==> config.mk <==
export PLATFORM = sky130hd
export DESIGN_NAME = pipe_dff
export DESIGN_NICKNAME = d
export VERILOG_FILES = /design/src/rtl/pipe_dff.sv
export SDC_FILE = /design/constraint.sdc
export NUM_CORES = 1
export LEC_CHECK = 0
export ABC_AREA = 1
export CORE_UTILIZATION = 39
export CTS_CLUSTER_SIZE = 40
export DETAILED_ROUTE_END_ITERATION = 10
export HOLD_SLACK_MARGIN = 0.05
export PLACE_DENSITY = 0.8
export SYNTH_ARGS = -nofsm -noshare
export SYNTH_HDL_FRONTEND = slang
export SYNTH_SLANG_ARGS = --single-unit
==> constraint.sdc <==
create_clock -name clk -period 0.9 [get_ports clk]
set_input_delay 0.135 -clock clk [delete_from_list [all_inputs] [get_ports clk]]
set_output_delay 0.135 -clock clk [all_outputs]
set_load 0.02 [all_outputs]
==> src/rtl/pipe_dff.sv <==
// pipe_dff: enable-gated delay line for a WIDTH x ARRAY_SIZE1 x ARRAY_SIZE2 array, PIPE_DEPTH stages deep.
// Define PIPE_DFF_SYNC_CLEAR_EN to add the synchronous clear input `clr`.
module pipe_dff #(
  parameter int WIDTH         = 16,
  parameter int ARRAY_SIZE1   = 1,
  parameter int ARRAY_SIZE2   = 1,
  parameter int PIPE_DEPTH    = 1,
  parameter int RETIME_STATUS = 0
) (
  input  logic             clk,
  input  logic             reset,
  input  logic             en,
`ifdef PIPE_DFF_SYNC_CLEAR_EN
  input  logic             clr,
`endif
  input  logic [WIDTH-1:0] in  [ARRAY_SIZE1-1:0][ARRAY_SIZE2-1:0],
  output logic [WIDTH-1:0] out [ARRAY_SIZE1-1:0][ARRAY_SIZE2-1:0]
);

  logic w_clr;
`ifdef PIPE_DFF_SYNC_CLEAR_EN
  assign w_clr = clr;
`else
  assign w_clr = 1'b0;
`endif

  // Depth 0 and retimed builds leave some control inputs unread by design.
  logic w_unused;
  assign w_unused = &{1'b0, clk, reset, en, w_clr};

  if (WIDTH < 1 || ARRAY_SIZE1 < 1 || ARRAY_SIZE2 < 1 || PIPE_DEPTH < 0) begin : g_param_chk
    $error("pipe_dff: illegal parameter values");
  end

  if (PIPE_DEPTH == 0) begin : g_pass
    assign out = in;
  end else begin : g_pipe
    logic [WIDTH-1:0] r_stg [PIPE_DEPTH][ARRAY_SIZE1-1:0][ARRAY_SIZE2-1:0];
    logic [WIDTH-1:0] w_nxt [PIPE_DEPTH][ARRAY_SIZE1-1:0][ARRAY_SIZE2-1:0];

    // Clear beats enable; without either, every stage holds as a whole.
    always_comb begin
      w_nxt = r_stg;
      if (w_clr) begin
        for (int k = 0; k < PIPE_DEPTH; k++)
          for (int i = 0; i < ARRAY_SIZE1; i++)
            for (int j = 0; j < ARRAY_SIZE2; j++)
              w_nxt[k][i][j] = '0;
      end else if (en) begin
        w_nxt[0] = in;
        for (int k = 1; k < PIPE_DEPTH; k++)
          w_nxt[k] = r_stg[k-1];
      end
    end

    if (RETIME_STATUS == 0) begin : g_arst
      always_ff @(posedge clk or negedge reset) begin
        if (!reset) begin
          for (int k = 0; k < PIPE_DEPTH; k++)
            for (int i = 0; i < ARRAY_SIZE1; i++)
              for (int j = 0; j < ARRAY_SIZE2; j++)
                r_stg[k][i][j] <= '0;
        end else begin
          r_stg <= w_nxt;
        end
      end
    end else begin : g_noreset
      // Reset-free stages so synthesis is free to retime them.
      always_ff @(posedge clk) r_stg <= w_nxt;
    end

    assign out = r_stg[PIPE_DEPTH-1];
  end

endmodule

---- After elaboration in Yosys (flattened, before gate mapping) ----
Index checks and enable logic that the tools add are counted.
word-level totals
  register bits after elaboration ......... 16
  input port bits ......................... 19
  word-level logic and storage cells ...... 1

---- Depth between registers and ports, before layout ----
Gate-level depths: netlist (run 1).
  depth in word-level cells ............... 0
  mapped depth ............................ 5

---- Worst setup path before layout (run 1) ----
Ideal clock, no wire load.
  path type ............................... reg2reg
  start point ............................. register, netlist name out[11]
  end point ............................... register g_pipe.r_stg (netlist bit out[11])
  arrival ................................. 0.565 ns
  data required time ...................... 0.783 ns
  setup slack ............................. 0.218 ns
  stages on the path, launching flop included .. 3
  clock period less this slack ............ 0.682 ns
  cell sequence ........................... dfrtp_1 nand2_2 nand2_1
RTL lines
  what                  RTL line  source
  to (signal assigned)  64        r_stg <= w_nxt;
  to (decl)             38        logic [WIDTH-1:0] r_stg [PIPE_DEPTH][ARRAY_SIZE1-1:0][ARRAY_SIZE2-1:0];

---- Worst setup path in the final report (run 1) ----
  start point ............................. register g_pipe.r_stg (netlist bit out[11])
  end point ............................... output out[11] (netlist name)
RTL lines
  what       RTL line  source
  to (decl)  17        output logic [WIDTH-1:0] out [ARRAY_SIZE1-1:0][ARRAY_SIZE2-1:0]
No word-level cell between the ends.

==> flow_metrics.tcl, run 1 <==
set metrics [dict create \
    finalHoldViolations 0 \
    postCtsHoldBufs 0 \
    synth_cell_types 6 \
    floorplan.die.width_um 42.65 \
    postSynth.asyncResetShare 1.000 \
    syn_area_per_cell_um2 9.476 \
    floorplan.die.height_um 42.65 \
    dp.final_hpwl_um 1064 \
    synth_top_family_by_area "simple AND/OR/NAND/NOR gates" \
    grt_pass1_wl_um 2387 \
    clk_root_buf "clkbuf_4" \
    cp_num_cells 1 \
    crit_path_end "out[11]" \
    finalHoldWorstSlack_ns 0.1848 \
    wl_per_cell_um 11.13 \
    p_sw_frac 0.2745 \
    syn2layout_area_growth_pct 82.33 \
    critical-path-top-delay-family "flip-flops" \
    reg2reg_depth 4 \
    dominantRegCellSynth "dfrtp_1" \
    core_region_area_mm2 0.001524 \
    place_congestion 0.7341 \
    largest_register_ffs 16 \
    num_io_pins 35 \
    first_pass_iters 4 \
    timing.critical_path.slowest_stage_cell "dfrtp_1" \
    clk_latency_ns 0.28 \
    grt_max_degree 17 \
    setup-violations-final 16 \
    die_area_mm2 0.001819 \
    post_synthesis_adder_cell_area_fraction 0 \
    worstReg2RegEnd "out[11]" \
    worstSetupStartpoint "out[11]" \
    internal_power_mw 1.253 \
    max_clock_freq_mhz 1029 \
    track_usage 0.1827 \
    synth_cells 68 \
    ys_seq_elements 16 \
    synth.most_common_cell "nand2_1" \
    worst_ep_arrival_time_ns 0.84 \
    final.period_utilization 1.080 \
    clock_tree.buffer_depth 2 \
    critPathKind "reg2out" \
    seq_power_share 0.481 \
    drc 0 \
    dr_total_vias 609 \
    static-leakage-power_nw 0.6298 \
    total_of_warnings_raised_by_yosys 0 \
    synth-simple-area-share 0.2990 \
    reported_net_switching_power_uw 473.8 \
    synth_compound_area_frac 0 \
    clock_sink_count 16 \
    ff2ff_setup_slack_ns 0.02 \
    max_slew_margin 0.8520 \
    fill_cells 110 \
    finalWorstSetupSlack_ns -0.07206 \
    min_path_type "in2async" \
    wl_um 1547 \
    io_buffers 34 \
    vdd_ir_drop_max_mv 0.9801 \
    grt-ovfl-total 0 \
    ratio_of_cells_with_drive_above_1_in_the_final_layout 0.3740 \
    site_rows 14 \
    h-tree-depth 1 \
    clk_transition_reported_paths_ns 0.09 \
    p_per_area_mw_per_mm2 1469 \
    critPathCaptureType "output pin" \
    num-nets-final 144 \
    run_status "finished, violations left" \
    post_route_clock_skew_ns 0 \
    synth.yosys.seq_area_share 0.6214 \
    initial_antenna_violation_count 0 \
    post-synth-top-area-cell "dfrtp_1" \
    setup_repair_after_global_routing_missed_its_margin "true" \
    slowest_delay_ns 0.41 \
    cts_made_buffers 3 \
    tritoncts "done" \
    worstPathCellList "buf_6" \
    via_per_inst 4.381 \
    synth.top_cells.by_area "dfrtp_1 62%, nand2_1 25%, nand2_2 4.9%, buf_6 3.5%, buf_12 3.1%" \
    syn_nets 87 \
    yosysTopAreaCellShare 0.6214 \
    synth_top_cells_by_count "43 x nand2_1, 16 x dfrtp_1, 5 x nand2_2" \
    critical_path.max_fanout 2 \
    reg2reg_from "out[11]" \
    drv_slew 0 \
    drtIter0Drc 10 \
    worst-path-buf-inv 1 \
    synth.mux.area_fraction 0 \
    number_of_global_route_vias_before_repair 557 \
    category_of_the_worst_setup_path_launch_point "flop" \
    worst-slew-pin-transition_ns 0.2213 \
    post_synth_edffs 0 \
    crit_required_ns 0.76 \
    detail-route-antenna-nets 0 \
    p_comb_frac 0.307 \
    period_minus_slack_ns 0.9721 \
    timing.max_cap.violations 0 \
    insertedDiodeCount 0 \
    pwr-share-clk 0.212 \
    syn-cell-area_um2 644.4 \
    start_util 0.4228 \
    power.total_mw 1.726 \
    failed_checks "setup timing" \
    synth_xor_xnor_area_share 0 \
]
## metrics by stage
stage	setup TNS [ns]	worst slack, ns	cell area [um^2]	utilization	instances
after CTS	-0.9494	-0.06925	1115	0.7315	131
after floorplan	0	0.2185	644.4	-	68
after global routing	-1.332	-0.09617	1175	0.7709	139
after global placement	-5.593	-0.1972	1035	0.6790	123
after detailed placement	-5.888	-0.2135	1035	0.6790	123
final	-0.8368	-0.07206	1175	0.7709	139
## metal layers
metal / part of all wire / global-route usage / up-vias
met3: 0.025 / 0.03879 / 2
met4: 0.015 / 0.07500 / 0
met1: 0.41 / 0.2145 / 278
li1: - / - / 312
met2: 0.55 / 0.3182 / 17
met5: 0 / 0 / -
## repair_timing
action | in CTS | in global routing
endpoints found under the setup margin | 16 | 16
pin swaps | 0 | 0
gates resized for setup | 96 | 0
setup buffers | 5 | 8
hold endpoints to repair | 0 | 0
## cell usage in the layout (no fill, tap or decap), drive strengths merged
cell / Yosys / layout
dfrtp: 16 / 16
buf: 3 / 37
nand2: 48 / 48
clkdlybuf4s50: 0 / 18
inv: 1 / 1
clkbuf: 0 / 3
## worst min-delay path by stage
stage,start,end,slack [ns]
3_5_place_dp,out[15],out[15],0.46
6_report,reset,out[4],0.18
5_1_grt,reset,out[6],0.20
2_1_floorplan,reset,out[0],-0.16
3_3_place_gp,out[0],out[0],0.46
4_1_cts,reset,out[6],0.19
## layout make-up
cell class	instances	area, um^2	area share
Tap cell	16	20.02	0.01704
Timing Repair Buffer	55	530.5	0.4515
Inverter	1	8.758	0.007455
Clock buffer	3	22.52	0.01917
Multi-Input combinational cell	48	192.7	0.1640
Sequential cell	16	400.4	0.3408
## logic make-up after synthesis
group         count (synthesis)
buf+inv                       4
simple gates                 48
flops                        16
## power by group through the flow
stage	sequential (mW)	clock (mW)	combinational (mW)
after floorplan	0.912	0	0.0971
after global placement	0.829	0	0.440
after detailed placement	0.832	0	0.445
after CTS	0.829	0.378	0.488
after global routing	0.837	0.406	0.568
final	0.830	0.366	0.531
Power figures use the tool's default switching activity.
==> run 2: changes to the inputs <==
clock period = 1.2 ns   (was 0.9 ns; I/O delays follow)
==> run 2 against run 1 <==
Effect of this change:
- the flow now finishes without violations
- register-to-register slack better by 0.55 ns
- sequential power down 26%
- critical path type unchanged
- clock skew unchanged
- cell area down 13%
- sequential share of layout area up 5.3 points
- first-iteration DRC count down 30%
- worst setup slack better by 0.11 ns
- non-clock buffer count down 18
- count of clock-buffer cells in the layout up 1
- wire length down 15%
- highest routed layer unchanged
==> flow_metrics.tcl, run 2 (synthesized netlist as in run 1, its figures left out) <==
set metrics [dict create \
    run_status "complete, no violations" \
    finalHoldViolations 0 \
    vdd_ir_drop_max_mv 0.6818 \
    tritoncts "done" \
    clk_root_buf "clkbuf_4" \
    most_used_cells_in_the_layout_excluding_fill_and_tap_cells "43 x nand2_1, 18 x clkdlybuf4s50_1, 16 x dfrtp_1" \
    num-nets-final 126 \
    floorplan.die.height_um 42.65 \
    min_path_type "in2async" \
    met2_usage 0.2848 \
    critPathCaptureType "output pin" \
    largest_register_ffs 16 \
    insertedDiodeCount 0 \
    final_core_util 0.6675 \
    critical_path.max_fanout 2 \
    h-tree-depth 1 \
    timing.critical_path.slowest_stage_cell "dfrtp_1" \
    grt_max_degree 17 \
    post_route_clock_skew_ns 0 \
    track_usage 0.1701 \
    p_per_area_mw_per_mm2 1211 \
    grt-ovfl-total 0 \
    syn2layout_area_growth_pct 57.86 \
    cts_made_buffers 3 \
    floorplan.die.width_um 42.65 \
    max_slew_margin 0.8512 \
    die_area_mm2 0.001819 \
    start_util 0.4228 \
    via_per_inst 4.451 \
    final_common_cell "nand2_1" \
    timing.max_cap.violations 0 \
    num_io_pins 35 \
    static-leakage-power_nw 0.5232 \
    ratio_of_cells_with_drive_above_1_in_the_final_layout 0.1226 \
    drv_slew 0 \
    dr_total_vias 543 \
    drtIter0Drc 7 \
    slowest_delay_ns 0.38 \
    postCtsSetupRepairBufs 0 \
    worst-slew-pin-transition_ns 0.2226 \
    first_pass_iters 3 \
    worst-path-buf-inv 1 \
    placement.cell_area_um2 984.7 \
    clock_tree.buffer_depth 2 \
    dp.final_hpwl_um 1036 \
    grt_use_met1 0.2153 \
    crit_required_ns 1.02 \
    max_clock_freq_mhz 863.4 \
    wl_per_cell_um 10.73 \
    grt.met3_usage 0.01293 \
    grt_pass1_wl_um 2277 \
    top_usage_layer "met2" \
    site_rows 14 \
    critical-path-top-delay-family "flip-flops" \
    clk_transition_reported_paths_ns 0.09 \
    wl_um 1309 \
    critPathKind "reg2out" \
    finalHoldWorstSlack_ns 0.2180 \
    setup-violations-final 0 \
    final.period_utilization 0.9651 \
    place_congestion 0.7392 \
    drc 0 \
    worstPathCellList "dlygate4sd2_1" \
    category_of_the_worst_setup_path_launch_point "flop" \
    setup_repair_after_global_routing_missed_its_margin "false" \
    clock_sink_count 16 \
    worst_ep_arrival_time_ns 0.98 \
    number_of_global_route_vias_before_repair 523 \
    multiInputGateArea_um2 192.7 \
    core_region_area_mm2 0.001524 \
    io_buffers 34 \
    finalSetupTns_ns 0 \
    fill_cells 136 \
    initial_antenna_violation_count 0 \
    ff2ff_setup_slack_ns 0.57 \
    detail-route-antenna-nets 0 \
    clk_latency_ns 0.27 \
    register_area_um2 400.4 \
    final_design_area_no_fill_mm2 0.001017 \
    period_minus_slack_ns 1.158 \
]
[run 2: layer usage]
metal,part of all wire,up-vias
met5,0,-
met4,0.016,0
met3,0.024,2
met2,0.52,13
met1,0.44,251
li1,-,277
[run 2: final timing paths]
path / depth (start not counted) / end / from
worst max register to register: 2 / out[11] / out[11]
worst max-delay path: 1 / out[2] / out[2]
worst min register to register: 2 / out[2] / out[2]
min in group clk: 3 / out[3] / in[3]
max in group asynchronous: 2 / out[15] / reset
worst min-delay path: 2 / out[6] / reset
[run 2: cell type report]
| type | count | share of cell area |
|---|---|---|
| Timing Repair Buffer | 37 | 0.3530 |
| Tap cell | 16 | 0.01968 |
| Sequential cell | 16 | 0.3936 |
| Clock buffer | 4 | 0.03567 |
| Multi-Input combinational cell | 48 | 0.1894 |
| Inverter | 1 | 0.008610 |
[run 2: repair_timing]
| item | CTS | global route |
|---|---|---|
| setup endpoints to repair | 16 | 12 |
| hold buffers | 0 | 0 |
| gates resized for setup | 17 | 12 |
[run 2: metrics by stage]
stage	power (mW)	setup WS, ns	cells
finish	1.232	0.04184	122
floorplan	0.7571	0.5185	68
global placement	0.9260	0.05568	118
detailed placement	0.9319	0.03382	118
CTS	1.244	0.002214	122
global route	1.297	0.001429	122
[run 2: power by group]
part	total (mW)	internal (mW)	switching [mW]
logic	0.277	0.134	0.142
clock network	0.342	0.184	0.158
registers	0.614	0.586	0.0272
total	1.23	0.905	0.327
